<file path="config.mk">
export PLATFORM = sky130hd
export DESIGN_NAME = depacketizer_n
export DESIGN_NICKNAME = d
export VERILOG_FILES = /design/src/rtl/depacketizer_pkg.sv /design/src/rtl/depkt_flit_decode.sv /design/src/rtl/depacketizer_n.sv
export SDC_FILE = /design/constraint.sdc
export NUM_CORES = 1
export LEC_CHECK = 0
export ABC_CLOCK_PERIOD_IN_PS = 4400
export BUFFER_PORTS_ARGS = -buffer_cell sky130_fd_sc_hd__buf_2
export CAP_MARGIN = 15
export CORE_MARGIN = 4
export CORE_UTILIZATION = 50
export CTS_CLUSTER_SIZE = 25
export DETAILED_ROUTE_END_ITERATION = 10
export PLACE_DENSITY = 0.83
export SYNTH_ARGS = -nofsm -noshare
export SYNTH_HDL_FRONTEND = slang
export SYNTH_SLANG_ARGS = --single-unit
</file>
<file path="constraint.sdc">
create_clock -name clk -period 4.4 [get_ports clk]
set_input_delay 0.22 -clock clk [delete_from_list [all_inputs] [get_ports clk]]
set_output_delay 0.22 -clock clk [all_outputs]
set_load 0.01 [all_outputs]
</file>
<file path="src/rtl/depacketizer_pkg.sv">
// rtl/depacketizer_pkg.sv - shared flit flag offsets and FSM state type
// Purpose: flag bit positions, measured down from the flit MSB
//          (bit = WIDTH_FLIT - *_OFS), and the depacketizer FSM state enum.
// Ports:   none (package).
package depacketizer_pkg;

  localparam int VALID_OFS = 1;
  localparam int HEAD_OFS  = 2;
  localparam int TAIL_OFS  = 3;

  typedef enum logic {
    ST_IDLE    = 1'b0,
    ST_COLLECT = 1'b1
  } state_t;

endpackage

</file>
<file path="src/rtl/depkt_flit_decode.sv">
// rtl/depkt_flit_decode.sv - combinational field extraction of one flit
// Purpose: splits a flit into valid/head/tail flags, VC field and payload.
// Ports:   flit         - raw flit
//          flag_valid   - flit valid bit
//          flag_head    - head flit marker
//          flag_tail    - tail flit marker
//          vc           - virtual-channel field
//          payload_body - body/tail payload (everything below the VC field)
//          payload_head - head payload (below the destination field)
module depkt_flit_decode
  import depacketizer_pkg::*;
#(
  parameter int WIDTH_FLIT       = 36,
  parameter int VC_ADDRESS_WIDTH = 1,
  parameter int ADDRESS_WIDTH    = 4
) (
  input  logic [WIDTH_FLIT-1:0]                                flit,
  output logic                                                 flag_valid,
  output logic                                                 flag_head,
  output logic                                                 flag_tail,
  output logic [VC_ADDRESS_WIDTH-1:0]                          vc,
  output logic [WIDTH_FLIT-4-VC_ADDRESS_WIDTH:0]               payload_body,
  output logic [WIDTH_FLIT-4-VC_ADDRESS_WIDTH-ADDRESS_WIDTH:0] payload_head
);

  assign flag_valid   = flit[WIDTH_FLIT-VALID_OFS];
  assign flag_head    = flit[WIDTH_FLIT-HEAD_OFS];
  assign flag_tail    = flit[WIDTH_FLIT-TAIL_OFS];
  assign vc           = flit[WIDTH_FLIT-4 -: VC_ADDRESS_WIDTH];
  assign payload_body = flit[WIDTH_FLIT-4-VC_ADDRESS_WIDTH:0];
  assign payload_head = flit[WIDTH_FLIT-4-VC_ADDRESS_WIDTH-ADDRESS_WIDTH:0];

endmodule

</file>
<file path="src/rtl/depacketizer_n.sv">
// rtl/depacketizer_n.sv - reassembles a head/body/tail flit stream into one payload word
// Purpose: collects up to NUM_FLITS flits, places each payload MSB-first in
//          arrival order and presents the top WIDTH_DATA bits with a
//          valid/ready handshake (one-cycle latency, no bubble on back-to-back).
// Ports:   clk, rst_n (async active-low)
//          flit_in, valid_in, ready_out    - upstream flit stream
//          data_out, vc_out, valid_out,
//          ready_in                         - downstream packet stream
//          err_count                        - saturating error-event count,
//                                             only with DEPKT_ERR_CNT_EN defined
// Macro:   DEPKT_ERR_CNT_EN
module depacketizer_n
  import depacketizer_pkg::*;
#(
  parameter int WIDTH_FLIT       = 36,
  parameter int NUM_FLITS        = 4,
  parameter int WIDTH_DATA       = 100,
  parameter int VC_ADDRESS_WIDTH = 1,
  parameter int ADDRESS_WIDTH    = 4
) (
  input  logic                        clk,
  input  logic                        rst_n,
  input  logic [WIDTH_FLIT-1:0]       flit_in,
  input  logic                        valid_in,
  output logic                        ready_out,
  output logic [WIDTH_DATA-1:0]       data_out,
  output logic [VC_ADDRESS_WIDTH-1:0] vc_out,
  output logic                        valid_out,
  input  logic                        ready_in
`ifdef DEPKT_ERR_CNT_EN
  ,
  output logic [7:0]                  err_count
`endif
);

  localparam int PB   = WIDTH_FLIT - 3 - VC_ADDRESS_WIDTH;
  localparam int PH   = PB - ADDRESS_WIDTH;
  localparam int FULL = NUM_FLITS * PB - ADDRESS_WIDTH;
  localparam logic [3:0] LAST = 4'(NUM_FLITS - 1);

  if (WIDTH_DATA > FULL) begin : g_width_check
    $error("depacketizer_n: WIDTH_DATA exceeds the reassembled payload width");
  end

  logic                        f_valid, f_head, f_tail;
  logic [VC_ADDRESS_WIDTH-1:0] f_vc;
  logic [PB-1:0]               f_pl_body;
  logic [PH-1:0]               f_pl_head;

  depkt_flit_decode #(
    .WIDTH_FLIT       (WIDTH_FLIT),
    .VC_ADDRESS_WIDTH (VC_ADDRESS_WIDTH),
    .ADDRESS_WIDTH    (ADDRESS_WIDTH)
  ) u_decode (
    .flit         (flit_in),
    .flag_valid   (f_valid),
    .flag_head    (f_head),
    .flag_tail    (f_tail),
    .vc           (f_vc),
    .payload_body (f_pl_body),
    .payload_head (f_pl_head)
  );

  state_t                      state, state_next;
  logic [3:0]                  count;
  logic [FULL-1:0]             acc, acc_next;
  logic [VC_ADDRESS_WIDTH-1:0] vc_q;
  logic                        accept, head_done;
  logic                        load_head, load_body, complete;

  assign ready_out = !valid_out || ready_in;
  assign accept    = valid_in && ready_out && f_valid;
  // A lone head closes the packet when tagged tail or when packets are one flit long.
  assign head_done = f_tail || (NUM_FLITS == 1);

  always_ff @(posedge clk or negedge rst_n) begin
    if (!rst_n) state <= ST_IDLE;
    else        state <= state_next;
  end

  always_comb begin
    state_next = state;
    if (accept) begin
      if (f_head)
        state_next = head_done ? ST_IDLE : ST_COLLECT;
      else if (state == ST_COLLECT && (f_tail || count == LAST))
        state_next = ST_IDLE;
    end
  end

  // A head is always taken (restarting any partial packet); a body/tail seen
  // in IDLE loads nothing and is simply dropped.
  always_comb begin
    load_head = 1'b0;
    load_body = 1'b0;
    complete  = 1'b0;
    if (accept) begin
      if (f_head) begin
        load_head = 1'b1;
        complete  = head_done;
      end else if (state == ST_COLLECT) begin
        load_body = 1'b1;
        complete  = f_tail || (count == LAST);
      end
    end
  end

  // Flit k (k >= 1) sits (NUM_FLITS-1-k) body slots above bit 0; the head
  // fills the top PH bits and clears the slots of any stale packet.
  always_comb begin
    acc_next = acc;
    if (load_head)
      acc_next = FULL'(f_pl_head) << (FULL - PH);
    else if (load_body)
      acc_next = acc | (FULL'(f_pl_body) << ((int'(LAST) - int'(count)) * PB));
  end

  always_ff @(posedge clk or negedge rst_n) begin
    if (!rst_n) begin
      count     <= '0;
      acc       <= '0;
      vc_q      <= '0;
      data_out  <= '0;
      vc_out    <= '0;
      valid_out <= 1'b0;
    end else begin
      acc <= acc_next;
      if (load_head) begin
        count <= 4'd1;
        vc_q  <= f_vc;
      end else if (load_body) begin
        count <= count + 4'd1;
      end
      if (complete) begin
        data_out  <= acc_next[FULL-1 -: WIDTH_DATA];
        vc_out    <= load_head ? f_vc : vc_q;
        valid_out <= 1'b1;
      end else if (ready_in) begin
        valid_out <= 1'b0;
      end
    end
  end

`ifdef DEPKT_ERR_CNT_EN
  logic err_evt;
  assign err_evt = accept && (f_head ? (state == ST_COLLECT) : (state == ST_IDLE));

  always_ff @(posedge clk or negedge rst_n) begin
    if (!rst_n)                          err_count <= '0;
    else if (err_evt && err_count != 8'hFF) err_count <= err_count + 8'd1;
  end
`endif

endmodule

</file>
# After elaboration in Yosys (flattened, before gate mapping)
# Cells that the tools add are included.
[word_totals] ff_bits=232 latchBits=0 mem_bits_rw=0 mem_bits_ro=0 inputBits=40 out_inout_bits=103 elab_cells=41 mem_count=0
[op_classes] addsub=2 n_mul=0 n_div=0 n_lt_le_gt_ge=0 n_eq_ne=1 n_shift=1 mux=18 n_bitwise=1 n_reduce_logical=10
[op_table] operator="124-bit two-way mux" n=2
[op_table] operator="124-bit OR" n=1
[op_table] operator="32-bit by 32-bit left shift with 124-bit output" n=1
[op_table] operator="1-bit two-way mux" n=14
[op_table] operator="4-bit two-way mux" n=2
[op_table] operator="2-bit nonzero test" n=3
[op_table] operator="2-bit by 4-bit subtractor with 5-bit output (first input constant)" n=1
[op_table] operator="4-bit by 1-bit adder with 4-bit output (second input constant)" n=1
[op_table] operator="4-bit by 2-bit == test with 1-bit output (second input constant)" n=1
[op_table] operator="1-bit logical AND" n=3
[op_table] operator="1-bit logical OR" n=2
[op_table] operator="2-bit AND reduction" n=1
[op_table] operator="1-bit zero test" n=1

# Logic depth before layout (Yosys ltp)
# Gate-level depths: netlist of run 1.
[logic_depth] ltp_word=7 depth_mapped=7 ltp_nobuf=4

# Cells and area by module
# From an unflattened synthesis of run 1, not the netlist that was laid out.
[hier_totals] hier_cells=738 area_unflattened_um2=8684.6
[by_module_without_submodules] module="depacketizer_n" n_inst=1 cells_per_inst=674 area_per_inst_um2=8204.1 seq_area_each_um2=5205.0
[by_module_without_submodules] module="depkt_flit_decode" n_inst=1 cells_per_inst=64 area_per_inst_um2=480.5 seq_area_each_um2=0.0

# Worst setup path after synthesis of run 1
# OpenSTA, ideal clock, no wires.
[synth_path] kind="reg-to-reg" from="reg valid_out" to="reg vc_out" setup_ns=0.125 arrival_ns=1.601 required_time_ns=4.275 slack_ns=2.674 path_stages_with_launch=6 path_buffers=1 synth_period_minus_slack_ns=1.726 path_cell_list="dfrtp_1 > nor2b_2 > buf_6 > nor3_1 > mux2_2 > mux2_2"
[synth_via] elab_chain_len=6 word_cells_on_any_way=7 classes_between="mux: 3; reduce/logical: 4"
[synth_rtl] item="start, declared" line_no="depacketizer_n.sv:28" source="output logic valid_out,"
[synth_rtl] item="start signal, assigned" line_no="depacketizer_n.sv:125" source="valid_out <= 1'b0;"
[synth_rtl] item="start signal, assigned" line_no="depacketizer_n.sv:137" source="valid_out <= 1'b1;"
[synth_rtl] item="start signal, assigned" line_no="depacketizer_n.sv:139" source="valid_out <= 1'b0;"
[synth_rtl] item="1-bit zero test *" line_no="depacketizer_n.sv:71" source="assign ready_out = !valid_out || ready_in;"
[synth_rtl] item="1-bit logical OR *" line_no="depacketizer_n.sv:71"
[synth_rtl] item="1-bit logical AND * (2 in series)" line_no="depacketizer_n.sv:72" source="assign accept = valid_in && ready_out && f_valid;"
[synth_rtl] item="1-bit two-way mux" line_no="depacketizer_n.sv:97" source="if (accept) begin"
[synth_rtl] item="1-bit two-way mux" line_no="depacketizer_n.sv:136" source="vc_out <= load_head ? f_vc : vc_q;"
[synth_rtl] item="end signal, assigned" line_no="depacketizer_n.sv:136"
[synth_rtl] item="end, declared" line_no="depacketizer_n.sv:27" source="output logic [VC_ADDRESS_WIDTH-1:0] vc_out,"
# Every way passes the cells marked *; elsewhere a longest branch is shown, timed or not.
# A chain may end at the register's enable or synchronous reset.

# Worst setup path after layout of run 1
[layout_path] from="reg valid_out" to="reg data_out[17]"
[layout_via] elab_chain_len=7 word_cells_on_any_way=9 classes_between="mux: 5; reduce/logical: 4"
[layout_rtl] item="1-bit zero test *" line_no="depacketizer_n.sv:71"
[layout_rtl] item="1-bit logical OR *" line_no="depacketizer_n.sv:71"
[layout_rtl] item="1-bit logical AND * (2 in series)" line_no="depacketizer_n.sv:72"
[layout_rtl] item="1-bit two-way mux" line_no="depacketizer_n.sv:97"
[layout_rtl] item="124-bit two-way mux" line_no="depacketizer_n.sv:114" source="else if (load_body)"
[layout_rtl] item="124-bit two-way mux" line_no="depacketizer_n.sv:112" source="if (load_head)"
[layout_rtl] item="end signal, assigned" line_no="depacketizer_n.sv:135" source="data_out <= acc_next[FULL-1 -: WIDTH_DATA];"
[layout_rtl] item="end, declared" line_no="depacketizer_n.sv:26" source="output logic [WIDTH_DATA-1:0] data_out,"
# Every way passes the cells marked *; elsewhere a longest branch is shown, timed or not. The select of a mux whose other input is x is not followed.

==> results.cfg, run 1 <==
[status]
run_status = finished clean

[yosys]
synth_cell_type_count = 41
synth-seq-cells = 208
synth-edff-count = 0
yosysMostFrequentCell = dfrtp_1
async_flop_share_pct = 100
synth_seq_area_share_pct = 64.3
synth_area_um2 = 8100
netlist_instances = 597
ranking_of_synthesized_cells_by_area = dfrtp_1 64%, o2bb2ai_1 6.7%, a22o_1 6.2%
synthTopCellsByCount = 208 x dfrtp_1, 76 x nor2_1, 62 x o2bb2ai_1, 57 x a22o_1, 39 x a21oi_1
synth_ff_type = dfrtp_1
yosysTopAreaCellShare_pct = 64.3
yosys.area.top_type = dfrtp_1
synthesis.yosys.warnings = 0
synthesis.area_per_instance_um2 = 13.6
synth.net_count = 638

[place]
portBuffers = 142
post-dp-hpwl_mm = 12.3
place.gp.congestion = 0.767
place_area_um2 = 8940
placement.setup.worst_slack_ns = 1.73

[setup_path]
worst_endpoint_data_arrival_time_ns = 3.03
worstPathCellList = nor2b_2, nor4b_4, nand2_2, buf_4, o2bb2ai_1
path_class = reg -> reg
critical-path-top-delay-family = simple AND/OR/NAND/NOR gates
crit_slowest_cell = nor2b_2
start_kind = flip-flop
worst-path-buf-inv = 1
crit_path_max_incr_delay_ns = 0.73
required_ns = 4.76
timing.critical_path.to_type = flip-flop
crit_path_max_fanout = 48

[sta]
drv_slew = 0
fin_tns_setup_ns = 0
number_of_hold_violations_in_the_final_report = 0
worst_clock_skew_ns = 0.0117
min_period_ns = 2.67
post-route-period-util_pct = 60.7
setup_repair_after_global_routing_missed_its_margin = false
maxSlewHeadroom_pct = 25.1
report.final.setup_viol = 0
final_critical_path_setup_slack_ns = 1.73
max_slew.worst_pin.slew_ns = 1.12
max_freq_mhz = 374

[floorplan]
die_area_um2 = 18300
floorplan.core_area_um2 = 15900
io-pin-count = 143
floorplan.die.width_um = 135
chipHeight_um = 135
floorplan.initialDensity_pct = 51.0
fp-row-count = 46

[detailed_routing]
remaining_drcs = 0
dr.pass1.iters = 5
drt_iter0_drc = 460
drt-vias-per-instance = 5.85
ant_nets = 0
detailroute.via_count = 5626
detail_route.wl_per_cell_um = 20.2
route.final.wire_length_mm = 19.4

[grt]
grt_start_max_net_pins = 107
grt_pass1_wl_mm = 32.0
antenna_found_initial = 1
grt_overflow_total = 0
global_route.usage.total_pct = 21.6
number_of_global_route_vias_before_repair = 6130

[cts]
htreeDepth = 1
cts.clk_slew.worst_paths_ns = 0.06
cts_post_setup_buffers_inserted = 0
cts.root.buffer_cell = clkbuf_16
clk_latency_ns = 0.49
numClockSinks = 208
cts_repair_resize_count = 0
clock_tree.buffer_depth = 3
cts_tree = done
cts-buffers-inserted = 21

[final_layout]
finalInstanceArea_um2 = 9690
fin_nets = 771
final_core_utilization_pct = 61.0
layout-area-overhead-vs-synth_pct = 19.6
post_route_cells_drive_above_1_share_pct = 33.5

[hold_path]
hp-class = in -> reg

[power]
power_switching_w = 0.00142
power.share.switching_pct = 27.7
power_density_nw_per_um2 = 530
intPower_w = 0.00371
max-vdd-ir-drop_v = 0.000289
power_frac_seq_pct = 47.5
clock_power_share_pct = 33.9
power.combinational.fraction_pct = 18.6
power.static_leakage_nw = 4.78

[job]
max_cap_viol_count = 0
cell usage in the layout, fill, tap and decap left out, types with 3 or more instances in the layout:
cell type	n
o2bb2ai_1	62
clkbuf_16	21
o2bb2ai_2	10
dfrtp_1	208
dlygate4sd3_1	4
a21oi_2	10
buf_2	141
buf_4	8
a21oi_1	39
clkbuf_8	7
a41oi_1	16
a31oi_1	9
inv_1	3
mux2_2	28
clkinv_2	5
clkbuf_1	4
nor2_1	76
a22o_1	57
power groups by stage:
stage               Combinational [W]  Sequential, W  Clock (W)
floorplan                    0.000507        0.00250          0
global placement             0.000910        0.00245          0
detailed placement           0.000955        0.00247          0
CTS                          0.000965        0.00244    0.00177
global route                  0.00104        0.00247    0.00185
finish                       0.000953        0.00244    0.00174
metal layers:
layer  global-route usage, %  vias up  part of all wire [%]
met5                       0        -                     0
met4                    5.94        0                   1.6
met3                    4.27       25                   7.2
met2                    36.9      208                    50
met1                    28.3     2894                    41
li1                        -     2499                     -
worst register-to-register path: stages (launching register included):
cell and delay [ns]:
dfrtp_1 0.33, nor2b_2 0.73, nor4b_4 0.14, nand2_2 0.71
buf_4 0.49, o2bb2ai_1 0.15
worst paths after layout:
| kind | from | to | slack (ns) | cells past startpoint |
|---|---|---|---|---|
| max in group asynchronous | rst_n | acc[51] | 3.03 | 3 |
| setup reg to reg | valid_out | data_out[17] | 1.73 | 5 |
| min in group asynchronous | rst_n | acc[61] | 0.37 | 2 |
| setup / recovery | valid_out | data_out[17] | 1.73 | 5 |
| hold / removal | flit_in[5] | acc[101] | 0.01 | 2 |
| hold reg to reg | acc[41] | acc[41] | 0.48 | 2 |
repair_timing:
action	4_1_cts	5_1_grt
endpoints found under the hold margin	105	0
endpoints found under the setup margin	0	0
hold buffers	4	0
registers in the layout (all words and copies together), names as in the netlist:
name / flops
state: 1
vc_out: 1
data_out: 100
valid_out: 1
vc_q: 1
count: 4
acc: 100
metrics by stage:
| stage | std cells | power, W | hold WS (ns) |
|---|---|---|---|
| floorplan | 597 | 0.00300 | -0.0756 |
| global placement | 917 | 0.00336 | 0.339 |
| detailed placement | 918 | 0.00342 | 0.362 |
| CTS | 959 | 0.00517 | 0.00127 |
| global route | 961 | 0.00537 | 0.00251 |
| finish | 961 | 0.00513 | 0.0130 |
cell families (layout without fill, tap and decap cells):
family | Yosys count | after routing | share of synthesized area [%]
AND/OR/NAND/NOR | 96 | 96 | 6.35
buffers and inverters | 50 | 197 | 3.52
XOR/XNOR | 1 | 1 | 0.108
multiplexers | 31 | 31 | 4.29
AO/OA/AOI/OAI | 210 | 210 | 21.3
flip-flops | 208 | 208 | 64.3
adder cells (fa/ha/maj) | 1 | 1 | 0.154
other | 0 | 1 | 0
final cells by class:
type / count / area (µm²)
antenna: 1 / 2.50
clock buffer: 31 / 623
clock inverter: 6 / 55.1
fill: 1234 / 6200
inverter: 3 / 11.3
multi-input combinational: 339 / 2620
sequential: 208 / 5200
tap: 216 / 270
timing repair buffer: 157 / 895
(Power assumes the default switching activity.)
==> inputs of run 2 (changes only) <==
--- a/config.mk
+++ b/config.mk
@@ -5,14 +5,14 @@
 export SDC_FILE = /design/constraint.sdc
 export NUM_CORES = 1
 export LEC_CHECK = 0
-export ABC_CLOCK_PERIOD_IN_PS = 4400
+export ABC_CLOCK_PERIOD_IN_PS = 2100
 export BUFFER_PORTS_ARGS = -buffer_cell sky130_fd_sc_hd__buf_2
 export CAP_MARGIN = 15
 export CORE_MARGIN = 4
 export CORE_UTILIZATION = 50
 export CTS_CLUSTER_SIZE = 25
 export DETAILED_ROUTE_END_ITERATION = 10
-export PLACE_DENSITY = 0.83
+export PLACE_DENSITY = 0.85
 export SYNTH_ARGS = -nofsm -noshare
 export SYNTH_HDL_FRONTEND = slang
 export SYNTH_SLANG_ARGS = --single-unit
==> constraint.sdc (replaced) <==
create_clock -name clk -period 2.1 [get_ports clk]
set_input_delay 0.105 -clock clk [delete_from_list [all_inputs] [get_ports clk]]
set_output_delay 0.105 -clock clk [all_outputs]
set_load 0.01 [all_outputs]
==> results.cfg, run 2 (same netlist as run 1, synthesis figures left out) <==
[sta]
worst_clock_skew_ns = 0.00574
report.final.setup_viol = 0
fin_tns_setup_ns = 0
max_slew.worst_pin.slew_ns = 0.526
drv_slew = 0
post-route-period-util_pct = 89.1
maxSlewHeadroom_pct = 64.8
number_of_hold_violations_in_the_final_report = 0
max_freq_mhz = 535
setup_repair_after_global_routing_missed_its_margin = false
min_period_ns = 1.87

[cts]
cts_post_setup_buffers_inserted = 0
clk_latency_ns = 0.49
cts_tree = done
cts.clk_slew.worst_paths_ns = 0.06
htreeDepth = 1
numClockSinks = 208
clock_tree.buffer_depth = 3
cts-buffers-inserted = 22
cts.root.buffer_cell = clkbuf_16

[detailed_routing]
drt-vias-per-instance = 5.68
remaining_drcs = 0
detailroute.via_count = 5726
dr.pass1.iters = 4
drt_iter0_drc = 402
detail_route.wl_per_cell_um = 19.5
route.final.wire_length_mm = 19.7
ant_nets = 0

[setup_path]
timing.critical_path.to_type = flip-flop
required_ns = 2.53
crit_path_max_incr_delay_ns = 0.48
worstPathCellList = nor2_1, a31oi_1, nor3_4, buf_4, a22o_1
crit_slowest_cell = dfrtp_1
path_class = reg -> reg
critical-path-top-delay-family = simple AND/OR/NAND/NOR gates
worst_endpoint_data_arrival_time_ns = 2.30
crit_path_max_fanout = 17
start_kind = flip-flop
worst-path-buf-inv = 1

[final_layout]
fin_nets = 817
post_route_cells_drive_above_1_share_pct = 33.6
antenna_diode_instance_count = 0
layout-area-overhead-vs-synth_pct = 25.8
layout_common_cells = 208 x dfrtp_1, 141 x buf_2, 76 x nor2_1
final_common_cell = dfrtp_1
largestRegisters = acc x100, data_out x100, count x4
layoutNonFillerInstCount = 1008

[floorplan]
chipHeight_um = 135
fp-row-count = 46
floorplan.initialDensity_pct = 51.0
io-pin-count = 143
floorplan.core_area_um2 = 15900
die_area_um2 = 18300
floorplan.die.width_um = 135

[grt]
grt_pass1_wl_mm = 32.6
global_route.usage.total_pct = 22.1
antenna_found_initial = 1
grt_start_max_net_pins = 75
grt_overflow_total = 0
number_of_global_route_vias_before_repair = 6013

[place]
numPlacedInstances = 934
post-dp-hpwl_mm = 12.2
portBuffers = 142
place.gp.congestion = 0.831

[hold_path]
hp-class = in -> async

[power]
power.static_leakage_nw = 5.02
power_density_nw_per_um2 = 1090
max-vdd-ir-drop_v = 0.000660

[status]
run_status = finished clean

[job]
max_cap_viol_count = 0
[run 2: changes by cell type in the layout (fill, tap and decap cells not counted)]
cell / before / now
clkinvlp_4: 0 / 1
buf_4: 8 / 21
clkbuf_16: 21 / 23
buf_16: 2 / 0
clkinv_2: 5 / 3
dlygate4sd3_1: 4 / 34
bufinv_16: 1 / 2
buf_12: 1 / 5
clkbuf_1: 4 / 5
diode_2: 1 / 0
[run 2: repair_timing]
item | CTS | global route
endpoints found under the hold margin | 300 | 0
resized for setup | 0 | 0
hold buffers | 34 | 0
[run 2: area by class of cell]
| type | count | area [µm²] |
|---|---|---|
| clock inverters | 6 | 82.6 |
| multi-input cells | 339 | 2620 |
| well taps | 216 | 270 |
| inverters | 3 | 11.3 |
| flip-flops and latches | 208 | 5200 |
| fillers | 1225 | 5700 |
| clock buffers | 34 | 677 |
| repair buffers | 202 | 1320 |
[run 2: path summary, 6_finish.rpt]
check	start	slack [ns]	cells after the start	end
max in group asynchronous	rst_n	1.27	3	data_out[51]
min in group clk	flit_in[34]	0.13	3	count[0]
max reg2reg	count[1]	0.23	5	acc[120]
max	count[1]	0.23	5	acc[120]
min	rst_n	0.13	2	acc[28]
min reg2reg	acc[67]	0.48	2	acc[67]
[run 2: layer usage]
| metal | vias to the layer above | wire length, µm | track usage (%) |
|---|---|---|---|
| met4 | 2 | 412 | 5.21 |
| met1 | 2921 | 8610 | 31.1 |
| met2 | 195 | 9440 | 35.8 |
| li1 | 2577 | - | - |
| met5 | - | 13 | 0 |
| met3 | 31 | 1210 | 4.38 |
[run 2: power breakdown]
part	total [W]	switching, W	internal (W)
Sequential	0.00506	0.000365	0.00470
Combinational	0.00210	0.00112	0.000983
Clock	0.00396	0.00150	0.00246
[run 2: through the flow]
stage	hold WS (ns)	instance area [µm²]	power, W	setup WS (ns)	util (%)
finish	0.127	10200	0.0111	0.229	64.1
global route	0.151	10200	0.0117	0.0748	64.1
CTS	0.117	10200	0.0112	0.211	64.1
detailed placement	0.0907	9090	0.00720	0.213	57.2
global placement	0.0830	9090	0.00711	0.292	57.2
floorplan	-0.191	8100	0.00630	0.374	-
